==> config.mk <==
export PLATFORM = sky130hd
export DESIGN_NAME = ets_sweep_sequencer
export DESIGN_NICKNAME = d
export VERILOG_FILES = /design/src/rtl/ets_pkg.sv /design/src/rtl/ets_wait_timer.sv /design/src/rtl/ets_sweep_sequencer.sv
export SDC_FILE = /design/constraint.sdc
export NUM_CORES = 1
export LEC_CHECK = 0
export BUFFER_PORTS_ARGS = -buffer_cell sky130_fd_sc_hd__buf_2
export CELL_PAD_IN_SITES_DETAIL_PLACEMENT = 1
export CELL_PAD_IN_SITES_GLOBAL_PLACEMENT = 1
export CORE_MARGIN = 1.5
export CORE_UTILIZATION = 45
export CTS_CLUSTER_DIAMETER = 120
export DETAILED_ROUTE_END_ITERATION = 8
export PLACE_DENSITY_LB_ADDON = 0.1
export SLEW_MARGIN = 15
export SYNTH_ARGS = -nofsm -noshare
export SYNTH_HDL_FRONTEND = slang
export SYNTH_HIERARCHICAL = 1
export SYNTH_SLANG_ARGS = --single-unit
==> constraint.sdc <==
create_clock -name clk -period 4.82 [get_ports clk]
set_input_delay 0.482 -clock clk [delete_from_list [all_inputs] [get_ports clk]]
set_output_delay 0.482 -clock clk [all_outputs]
set_load 0.01 [all_outputs]
==> src/rtl/ets_pkg.sv <==
// Shared state encoding, default sizes and timer sizing for the ETS sweep sequencer.
package ets_pkg;

    localparam int ETS_DATA_W         = 32;
    localparam int ETS_STEP_W         = 16;
    localparam int ETS_SETTLE_CYCLES  = 16;
    localparam int ETS_TIMEOUT_CYCLES = 65535;

    typedef enum logic [2:0] {
        IDLE,
        SETTLE,
        ACC_START,
        WAIT_ACC,
        EMIT,
        SHIFT,
        WAIT_SHIFT,
        DONE_EMPTY
    } ets_state_t;

    // The timer is loaded with count-1, so it only has to hold values below the larger count.
    function automatic int timer_width(input int settle, input int timeout);
        int max_count;
        max_count = (settle > timeout) ? settle : timeout;
        return (max_count < 2) ? 1 : $clog2(max_count);
    endfunction

endpackage

==> src/rtl/ets_wait_timer.sv <==
// Loadable down-counter shared by the settle delay and the handshake timeouts.
module ets_wait_timer #(
    parameter int W = 16
) (
    input  logic         clk,
    input  logic         reset,
    input  logic         load,
    input  logic [W-1:0] load_value,
    input  logic         enable,
    output logic         expired
);

    logic [W-1:0] count;

    always_ff @(posedge clk or posedge reset) begin
        if (reset) begin
            count <= '0;
        end else if (load) begin
            count <= load_value;
        end else if (enable && (count != '0)) begin
            count <= count - 1'b1;
        end
    end

    assign expired = (count == '0);

endmodule

==> src/rtl/ets_sweep_sequencer.sv <==
// Runs one equivalent-time sweep: settle, accumulate, stream the result, then request a phase shift,
// once per step.
module ets_sweep_sequencer
    import ets_pkg::*;
#(
    parameter int DATA_W         = ETS_DATA_W,
    parameter int STEP_W         = ETS_STEP_W,
    parameter int SETTLE_CYCLES  = ETS_SETTLE_CYCLES,
    parameter int TIMEOUT_CYCLES = ETS_TIMEOUT_CYCLES
) (
    input  logic              clk,
    input  logic              reset,
    input  logic              start,
    input  logic              abort,
    input  logic [STEP_W-1:0] num_steps,
    output logic              shift,
    input  logic              shift_done,
    output logic              acc_start,
    input  logic              acc_done,
    input  logic [DATA_W-1:0] acc_data,
    output logic              m_tvalid,
    input  logic              m_tready,
    output logic [DATA_W-1:0] m_tdata,
    output logic              m_tlast,
    output logic              busy,
    output logic              sweep_done,
    output logic              timeout_err,
    output logic [STEP_W-1:0] step_idx
);

    localparam int TIMER_W = timer_width(SETTLE_CYCLES, TIMEOUT_CYCLES);
    localparam logic [TIMER_W-1:0] SETTLE_LOAD  = TIMER_W'((SETTLE_CYCLES > 0) ? SETTLE_CYCLES - 1 : 0);
    localparam logic [TIMER_W-1:0] TIMEOUT_LOAD = TIMER_W'((TIMEOUT_CYCLES > 0) ? TIMEOUT_CYCLES - 1 : 0);

    ets_state_t        state;
    ets_state_t        next_state;
    logic              start_q;
    logic              start_rise;
    logic              acc_armed;
    logic              handshake;
    logic              acc_capture;
    logic [STEP_W-1:0] n_reg;
    logic              timer_load;
    logic [TIMER_W-1:0] timer_value;
    logic              timer_enable;
    logic              timer_expired;

    assign start_rise  = start && !start_q;
    assign handshake   = m_tvalid && m_tready;
    assign acc_capture = acc_armed && acc_done;

    // Every state change reloads the timer, so each settle or wait starts from a full count.
    assign timer_load   = (next_state != state);
    assign timer_value  = (next_state == SETTLE) ? SETTLE_LOAD : TIMEOUT_LOAD;
    assign timer_enable = (state == SETTLE) || (state == WAIT_ACC) || (state == WAIT_SHIFT);

    ets_wait_timer #(
        .W (TIMER_W)
    ) u_timer (
        .clk        (clk),
        .reset      (reset),
        .load       (timer_load),
        .load_value (timer_value),
        .enable     (timer_enable),
        .expired    (timer_expired)
    );

    always_ff @(posedge clk or posedge reset) begin
        if (reset) begin
            state <= IDLE;
        end else begin
            state <= next_state;
        end
    end

    always_comb begin
        next_state = state;
        if (abort) begin
            next_state = IDLE;
        end else begin
            case (state)
                IDLE:       if (start_rise) next_state = (num_steps == '0) ? DONE_EMPTY : SETTLE;
                SETTLE:     if (timer_expired) next_state = ACC_START;
                ACC_START:  next_state = WAIT_ACC;
                WAIT_ACC:   if (acc_capture) next_state = EMIT;
                            else if (timer_expired) next_state = IDLE;
                EMIT:       if (handshake) next_state = m_tlast ? IDLE : SHIFT;
                SHIFT:      next_state = WAIT_SHIFT;
                WAIT_SHIFT: if (shift_done) next_state = SETTLE;
                            else if (timer_expired) next_state = IDLE;
                DONE_EMPTY: next_state = IDLE;
                default:    next_state = IDLE;
            endcase
        end
    end

    always_comb begin
        shift     = (state == SHIFT);
        acc_start = (state == ACC_START);
        busy      = (state != IDLE);
    end

    // WAIT_ACC is only ever entered from ACC_START, so this flag is low exactly in its first cycle.
    always_ff @(posedge clk or posedge reset) begin
        if (reset) begin
            start_q   <= 1'b0;
            acc_armed <= 1'b0;
        end else begin
            start_q   <= start;
            acc_armed <= (state == WAIT_ACC);
        end
    end

    always_ff @(posedge clk or posedge reset) begin
        if (reset) begin
            n_reg       <= '0;
            step_idx    <= '0;
            m_tdata     <= '0;
            m_tvalid    <= 1'b0;
            m_tlast     <= 1'b0;
            sweep_done  <= 1'b0;
            timeout_err <= 1'b0;
        end else begin
            sweep_done <= 1'b0;
            if (abort) begin
                m_tvalid <= 1'b0;
                m_tlast  <= 1'b0;
            end else begin
                case (state)
                    IDLE: begin
                        if (start_rise) begin
                            n_reg       <= num_steps;
                            step_idx    <= '0;
                            timeout_err <= 1'b0;
                            sweep_done  <= (num_steps == '0);
                        end
                    end
                    WAIT_ACC: begin
                        if (acc_capture) begin
                            m_tdata  <= acc_data;
                            m_tvalid <= 1'b1;
                            m_tlast  <= (step_idx == n_reg - 1'b1);
                        end else if (timer_expired) begin
                            timeout_err <= 1'b1;
                            m_tvalid    <= 1'b0;
                        end
                    end
                    EMIT: begin
                        if (handshake) begin
                            m_tvalid <= 1'b0;
                            m_tlast  <= 1'b0;
                            if (m_tlast) begin
                                sweep_done <= 1'b1;
                            end else begin
                                step_idx <= step_idx + 1'b1;
                            end
                        end
                    end
                    WAIT_SHIFT: begin
                        if (!shift_done && timer_expired) begin
                            timeout_err <= 1'b1;
                            m_tvalid    <= 1'b0;
                        end
                    end
                    default: begin
                    end
                endcase
            end
        end
    end

endmodule

# Word level (Yosys, flattened, before mapping)
# Cells that the tools add are included.
[word_totals] input_bits=55 output_inout_bits=55 word_cells=96 ff_bits=89
[op_classes] addsub=3 mux=36 bitwise_logic=1 n_eq_ne=20 n_reduce_logical=25
[ops] operator="2-to-1 mux 16 bit" count=6
[ops] operator="logical NOT 16 bit" count=2
[ops] operator="one-hot mux 16 bit (2 select lines)" count=1
[ops] operator="subtractor 16 x 1 -> 16 bit (second input constant)" count=2
[ops] operator="2-to-1 mux 3 bit" count=9
[ops] operator="one-hot mux 3 bit (8 select lines)" count=1
[ops] operator="adder 16 x 1 -> 16 bit (second input constant)" count=1
[ops] operator="equality test 16 bit" count=1
[ops] operator="nonzero test 16 bit" count=1
[ops] operator="2-to-1 mux 1 bit" count=15
[ops] operator="equality test 3 bit (second input constant)" count=4
[ops] operator="inequality test 2 bit (second input constant)" count=5
[ops] operator="AND reduction 3 bit" count=3
[ops] operator="nonzero test 3 bit" count=3
[ops] operator="equality test 3 x 1 -> 1 bit (second input constant)" count=2
[ops] operator="equality test 3 x 2 -> 1 bit (second input constant)" count=2
[ops] operator="inequality test 3 bit (second input constant)" count=2
[ops] operator="one-hot mux 1 bit (3 select lines)" count=2
[ops] operator="AND reduction 6 bit" count=1
[ops] operator="logical AND 1 bit" count=5
[ops] operator="AND reduction 5 bit" count=1
[ops] operator="inequality test 4 bit (second input constant)" count=1
[ops] operator="one-hot mux 1 bit (2 select lines)" count=2
[ops] operator="AND reduction 4 bit" count=1
[ops] operator="9 further kinds" count=12

# Depth between registers and ports, before layout
# Gate-level depths: netlist of run 1.
[logic_depth] depth_word=8 ltp_mapped=15 ltp_nobuf=14

# Hierarchy
# The synthesis of run 1 kept the hierarchy.
[modules_own_cells] mod="ets_sweep_sequencer" instances=1 seq_area_each_um2=1826.8 cells_per_inst=370 area_per_inst_um2=3826.2
[modules_own_cells] mod="ets_wait_timer" instances=1 seq_area_each_um2=400.4 cells_per_inst=126 area_per_inst_um2=1074.8

# Worst setup path before layout of run 1
# OpenSTA, ideal clock, no wires.
[synth_path] path_kind="register -> register" start="register u_timer.count[0]" end="register u_timer.count[10]" slack_ns=2.041 t_arrival_ns=2.697 required_ns=4.738 stages_incl_launch_ff=16 setup_time_ns=0.082 period_less_slack_ns=2.779 n_path_buf=1 path_cell_list="dfrtp_1 inv_1 ha_1 nor4b_1 nand4_1 inv_1 nand2b_1 a21oi_1 a311oi_1 a211oi_2 xnor2_1 nand3_1 inv_1 clkbuf_1 nor2_1 a31oi_1"
[synth_via] word_cells_on_any_way=16 classes_between="add/sub (1); eq/ne (2); mux (9); reduce/logical (4)"
[synth_lines] item="start: declaration" line="ets_wait_timer.sv:13" source="logic [W-1:0] count;"
[synth_lines] item="start signal: assignment" line="ets_wait_timer.sv:19" source="count <= load_value;"
[synth_lines] item="start signal: assignment" line="ets_wait_timer.sv:21" source="count <= count - 1'b1;"
[synth_lines] item="logical NOT 16 bit (*)" line="ets_wait_timer.sv:25" source="assign expired = (count == '0);"
[synth_lines] item="net timer_expired" line="ets_sweep_sequencer.sv:46" source="logic timer_expired;"
[synth_lines] item="2-to-1 mux 3 bit" line="ets_sweep_sequencer.sv:86, ets_sweep_sequencer.sv:90"
[synth_lines] item="2-to-1 mux 3 bit, on equally long branches" line="ets_sweep_sequencer.sv:89, ets_sweep_sequencer.sv:85"
[synth_lines] item="one-hot mux 3 bit (8 select lines) (*)" line="ets_sweep_sequencer.sv:81" source="case (state)"
[synth_lines] item="2-to-1 mux 3 bit (*)" line="ets_sweep_sequencer.sv:78" source="if (abort) begin"
[synth_lines] item="net next_state[1]" line="ets_sweep_sequencer.sv:36" source="ets_state_t next_state;"
[synth_lines] item="inequality test 3 bit (*)" line="ets_sweep_sequencer.sv:53" source="assign timer_load = (next_state != state);"
[synth_lines] item="net timer_load" line="ets_sweep_sequencer.sv:43" source="logic timer_load;"
[synth_lines] item="2-to-1 mux 16 bit or nonzero test 2 bit (tied branches)"
# The timed path passes the listed nets; every way through them passes the cells marked *. The select of a mux whose other input is x is not followed.
# A chain may end at the register's enable or synchronous reset.

# Final worst setup path of run 1
[layout_path] start="register u_timer.count[9]" end="register u_timer.count[9]"
# The elaborated chain is that of the path after synthesis.

==> summary.txt, run 1 <==
Cells and area
  – Share of layout cells above drive strength 1: 31.51%
  – Layout Nets: 657
  – Final core area utilization: 54.77%
  – Most common cell after layout, fill and taps aside: buf_2
  – Largest register FFs: 32
  – Filler cell count: 1,213
  – Design Area, Final: 5731 sq um
  – N_diodes: 0
  – Area added between synthesis and finish: 16.93%
  – Final Non-Filler Cells: 739
  – Biggest register: m_tdata
  – Commonest non-fill, non-tap cells in the layout: buf_2 (109), dfrtp_1 (89), mux2_2 (45)

Placement
  – GP Congestion: 0.8832
  – Cell area after placement: approximately 5600 sq um
  – Post-place setup slack: 1.223 ns
  – Port buffer count: between 100 and 150
  – Post-DP HPWL: 10.09 mm
  – Number of cells after detailed placement: 724

Power and ir drop
  – Internal power: 1.643 mW
  – Gate power share: about two fifths
  – Leakage: 2.702 nW
  – Pwr Total: 2.902 mW
  – Max IR drop VDD: approximately 0.17 mV
  – Clock power share: 16.9%
  – Pwr Density: approximately 510 nW/um^2
  – Switching pwr: 1.259 mW
  – Power share of the sequential group: ~42%
  – Sw Share: 43.39%

Global route
  – Largest net degree at the start of global routing: 74
  – Gr ovfl total: 0
  – Vias in the first global route: 4,610
  – First-pass GRT wire length: 22.87 mm
  – Total Routing Usage GR: around 25%
  – Initial antenna violation count: 0

Synthesis
  – Syn_area_per_cell: 9.881 sq um
  – Syn. warnings: 6
  – Cells after Synth: 496
  – Yosys reg bits: 89
  – Async set-reset flop share out of synthesis: 100.0%
  – Sequential fraction of the synthesis area: 45.44%
  – Synth cell types: 62
  – Main synth FF type: dfrtp_1
  – Synthesized area: 4901 sq um
  – Post-synth EDFFs: 0

STA
  – RSZ-0062 raised after global routing: no
  – Final Critical Period: 3.638 ns
  – Setup-failing EPs final: 0
  – Achievable Freq: between 200 and 300 MHz
  – Setup WS post-layout: around 1.2 ns
  – Hold slack: 0.2249 ns
  – Final Skew: approximately 0.018 ns
  – Final period utilization: 75.48%
  – Relative slew slack: 28.09%
  – Worst Tran Pin Value: roughly 1.1 ns
  – Final TNS setup: 0 ns
  – Hold Vio Cnt, Final: 0
  – Final slew viol count: 0

CTS
  – Total clock sinks: 89
  – Post-CTS sizing: 0
  – Clock Pin Slew Worst Setup and Hold Paths: 0.09 ns
  – Number of hold buffers added after CTS: 0
  – Post-CTS setup buffer count: 0
  – CTS root buffer: clkbuf_8
  – CTS tree: built
  – Num CTS Buffers: 9
  – Clk_lat worst skew: 0.38 ns
  – Clock Path Buffers: 2
  – Htree depth: 3

Floorplanning
  – Die X-Extent: 107.4 microns
  – Initial core utilization: 46.84%
  – Placeable Area: 10,460 sq um
  – Die Y: 107.4 microns
  – Die ar.: 11,530 sq um
  – Rows: 37
  – I/O pin total: 110

Route
  – DRC viols: 0
  – Vias: between 4,000 and 5,000
  – Drt wl/cell: roughly 18 microns
  – Via-per-instance ratio: around 5.7
  – Drt first pass iters: 4
  – Antenna Nets Post-Route: 0
  – Routed wire length: around 14 mm
  – 1st-iter DRT viols: 173

Critical path
  – Crit path buf inv count: 2
  – Required time worst endpoint: 5.12 ns
  – Delay-heaviest family, CP: simple AND/OR/NAND/NOR gates
  – Top cell by count, worst path: nand3_1
  – Highest-delay cell along the critical path: nor4_2
  – Crit path kind: reg2reg
  – Critical-path maximum fanout: 13
  – Delay of the slowest critical-path stage: 0.58 ns
  – Critical path capture point type: flip-flop
  – CP cell instances: nor4_2 > nand4_1 > inv_1 > nand2b_1 > a21oi_1 > a311oi_1 > a211oi_2 > xnor2_1 > nand3_1 > buf_4 > a311o_1 > nand3_1
  – Critical Path Source Type: flip-flop
  – WP data arrival: 3.94 ns

Min path
  – HP Class: in2async

Status
  – Outcome: finished, final reports clean

Run
  – Max-Cap Viols: 0
Yosys cell counts, types with 6 or more instances:
library cell  instances  area, sq um
clkbuf_1             19        71.32
nand3_1              16        80.08
and3_1                7        43.79
inv_1                20        75.07
a31oi_1               7        43.79
nor2b_1               6        37.54
o21ai_0              33        165.2
xnor2_1              21        183.9
nor4_1                9        56.30
dfrtp_1              89         2227
xor2_1                9        78.83
nand4_1              10        62.56
mux2_2               45        506.7
nor2_1               36        135.1
or3_1                 6        37.54
nand2_1              43        161.4
nor3_1               16        80.08
a21oi_1              17        85.08
layer usage:
layer	vias up	track usage [%]	part of all wire [%]
met5	-	0	0
met2	114	41.54	48
met3	19	5.569	5.7
li1	1996	-	-
met4	0	9.305	1.9
met1	2099	32.76	45
worst register-to-register path, cell delays in order (launching register included):
cell	delay, ns
dfrtp_1	0.46
nor4_2	0.58
nand4_1	0.39
inv_1	0.28
nand2b_1	0.10
a21oi_1	0.16
a311oi_1	0.08
a211oi_2	0.38
xnor2_1	0.16
nand3_1	0.29
buf_4	0.30
a311o_1	0.32
nand3_1	0.08
cells by family after synthesis:
kind of cell	synth area share [%]
simple gates	21.14
compound gates	12.33
flops	45.44
mux	11.36
buf+inv	3.523
xor+xnor	5.361
fa+ha+maj	0.7660
other cells	0.07652
power by group through the flow:
stage | sequential [mW] | clock, mW | combinational [mW]
detailed placement | 1.24 | 0 | 1.19
global placement | 1.22 | 0 | 1.13
global route | 1.26 | 0.530 | 1.33
finish | 1.23 | 0.490 | 1.19
CTS | 1.22 | 0.505 | 1.19
floorplan | 1.12 | 0 | 0.945
final timing paths:
| check | slack (ns) | to | startpoint | cells past startpoint |
|---|---|---|---|---|
| setup / recovery | 1.18 | u_timer/count[9]$_DFFE_PP0P_ | u_timer/count[9]$_DFFE_PP0P_ | 12 |
| max in group asynchronous | 3.80 | start_q$_DFF_PP0_ | reset | 3 |
| hold / removal | 0.22 | u_timer/count[6]$_DFFE_PP0P_ | reset | 2 |
| hold reg to reg | 0.51 | m_tdata[3]$_DFFE_PP0P_ | m_tdata[3]$_DFFE_PP0P_ | 1 |
| min in group clk | 0.25 | start_q$_DFF_PP0_ | start | 1 |
| setup reg to reg | 1.18 | u_timer/count[9]$_DFFE_PP0P_ | u_timer/count[9]$_DFFE_PP0P_ | 12 |
layout make-up:
class	count	area, sq um	share of cell area, %
well taps	136	170.2	2.969
repair buffers	113	575.6	10.04
flip-flops and latches	89	2227	38.86
inverters	20	75.07	1.310
multi-input cells	366	2511	43.82
clock buffers	9	123.9	2.162
clock inverters	6	47.55	0.8297
No activity file was read; power rests on OpenSTA's default activity.
==> inputs of run 2 (changes only) <==
CORE_UTILIZATION = 38   (was 45)
clock period = 3.05 ns   (was 4.82 ns; I/O delays follow)
==> run 2 against run 1 <==
Register-to-register slack worse by 0.92 ns; design area up 5.1%; flip-flop and latch count is the same; first-iteration DRC count is 25% higher; clock skew decreased by 0.0073 ns; setup slack lost 0.92 ns; core utilization decreased by 7.1 points; die area rose by 18%; fmax is 30% higher; critical path type unchanged.
==> summary.txt, run 2 (synthesized netlist as in run 1, its figures left out) <==
CTS
  – Number of hold buffers added after CTS: 0
  – Total clock sinks: 89
  – CTS root buffer: clkbuf_16
  – CTS tree: built
  – Post-CTS setup buffer count: 0
  – Clock Pin Slew Worst Setup and Hold Paths: approximately 0.070 ns
  – Clk_lat worst skew: 0.35 ns
  – Clock Path Buffers: 2
  – Htree depth: 3
  – Num CTS Buffers: 9

Cells and area
  – Multi-input gate area: 2527 sq um
  – Filler cell count: 1,492
  – Most common cell after layout, fill and taps aside: buf_2
  – Layout Nets: 670
  – Area added between synthesis and finish: 22.87%
  – Share of layout cells above drive strength 1: 33.60%
  – Commonest non-fill, non-tap cells in the layout: buf_2 (109), dfrtp_1 (89), mux2_2 (45)
  – Largest register FFs: 32
  – Biggest register: m_tdata
  – N_diodes: 0
  – Final Non-Filler Cells: 788
  – Register Area: 2227 sq um

Critical path
  – Highest-delay cell along the critical path: dfrtp_1
  – Crit Reg-Reg Endpoint: u_timer/count[1]$_DFFE_PP0P_
  – Top cell by count, worst path: inv_1
  – R2r setup slk: 0.26 ns
  – WP data arrival: 3.05 ns
  – Critical R2R Launch: u_timer/count[0]$_DFFE_PP0P_
  – Required time worst endpoint: 3.31 ns
  – Critical-path maximum fanout: 7
  – Critical Path Source Type: flip-flop
  – Crit path kind: reg2reg
  – R2R depth: 14
  – CP cell instances: inv_1 > ha_1 > nor4b_2 > nand4_1 > inv_1 > nand2b_1 > a21oi_1 > a311oi_1 > a211oi_2 > xnor2_1 > nand3_2 > buf_4 > a21o_1 > o21ai_0
  – Delay of the slowest critical-path stage: 0.43 ns
  – Critical path capture point type: flip-flop

Global route
  – Vias in the first global route: 4,565
  – Largest net degree at the start of global routing: 74
  – Total Routing Usage GR: between 20% and 30%
  – Initial antenna violation count: 0
  – Gr ovfl total: 0
  – First-pass GRT wire length: 23.45 mm

STA
  – Final Skew: 0.01050 ns
  – Final Critical Period: ~2.8 ns
  – RSZ-0062 raised after global routing: no
  – Worst Tran Pin Value: 0.6645 ns
  – Relative slew slack: a little under three fifths
  – Achievable Freq: around 360 MHz
  – Hold Vio Cnt, Final: 0
  – Final period utilization: 91.41%
  – Setup-failing EPs final: 0
  – Final slew viol count: 0
  – Hold slack: 0.01704 ns

Route
  – Drt wl/cell: ~18 microns
  – Routed wire length: 13.94 mm
  – 1st-iter DRT viols: 216
  – DRC viols: 0
  – Via-per-instance ratio: around 5.4
  – Drt first pass iters: 4
  – Antenna Nets Post-Route: 0
  – Vias: between 4,000 and 5,000

Floorplanning
  – Placeable Area: 12,620 sq um
  – I/O pin total: 110
  – Die X-Extent: 116.6 microns
  – Die ar.: 13,590 sq um
  – Rows: 41
  – Initial core utilization: 38.84%
  – Die Y: 116.6 microns

Placement
  – GP Congestion: 0.8741
  – Post-DP HPWL: 10.44 mm
  – Port buffer count: 109
  – Number of cells after detailed placement: 773

Power and ir drop
  – Pwr Total: between 5 and 6 mW
  – Max IR drop VDD: 0.3185 mV
  – Leakage: about 2.8 nW
  – Pwr Density: 833.1 nW/um^2

Run
  – Max-Cap Viols: 0

Min path
  – HP Class: in2async

Status
  – Outcome: finished, final reports clean
## run 2: metal layers
metal | vias to the layer above | GRT usage (%) | part of all wire, %
li1 | 2023 | - | -
met1 | 2161 | 27.38 | 43
met2 | 94 | 39.57 | 52
met3 | 15 | 4.878 | 4.2
met4 | 0 | 6.104 | 1.4
met5 | - | 0 | 0
## run 2: worst max path at each step
stage | cells past startpoint | slack [ns] | end | from
after floorplan | 15 | 0.27 | u_timer/count[10]$_DFFE_PP0P_ | u_timer/count[0]$_DFFE_PP0P_
after global placement | 14 | 0.18 | u_timer/count[5]$_DFFE_PP0P_ | u_timer/count[0]$_DFFE_PP0P_
final | 14 | 0.26 | u_timer/count[1]$_DFFE_PP0P_ | u_timer/count[0]$_DFFE_PP0P_
after global routing | 14 | 0.04 | u_timer/count[1]$_DFFE_PP0P_ | u_timer/count[0]$_DFFE_PP0P_
after detailed placement | 14 | -0.08 | u_timer/count[11]$_DFFE_PP0P_ | u_timer/count[0]$_DFFE_PP0P_
after CTS | 14 | 0.10 | u_timer/count[1]$_DFFE_PP0P_ | u_timer/count[0]$_DFFE_PP0P_
## run 2: worst max-delay path, delay by kind of cell (launching register included)
kind | cells | cell delay [ns]
AOI/OAI and AO/OA | 5 | 0.78
xor gates and xnor gates | 1 | 0.17
adders and majority gates | 1 | 0.19
buffers and inverters | 3 | 0.46
DFF | 1 | 0.43
and+or+nand+nor | 4 | 0.69
## run 2: area by class of cell
type	instances	share of cell area, %
multi-input combinational	366	41.97
tap	172	3.574
sequential	89	36.98
inverter	20	1.288
clock inverter	6	0.8519
clock buffer	9	3.740
timing repair buffer	126	11.59
## run 2: timing repair
action | CTS | global route
resized for setup | 2 | 3
pin swaps | 0 | 2
endpoints found under the setup margin | 6 | 15
## run 2: stage by stage
stage | setup TNS, ns | cell area, sq um | utilization, % | setup slack (ns)
after global placement | 0 | 5727 | 45.38 | 0.1792
after detailed placement | -0.2041 | 5727 | 45.38 | -0.07955
after floorplan | 0 | 4908 | - | 0.2712
after global routing | 0 | 6022 | 47.72 | 0.04196
after CTS | 0 | 6010 | 47.62 | 0.1009
final | 0 | 6022 | 47.72 | 0.2621
## run 2: power by group
group	switching [mW]	total, mW	internal, mW
Combinational	1.11	2.03	0.914
Clock	0.512	1.07	0.563
Sequential	0.446	1.91	1.47
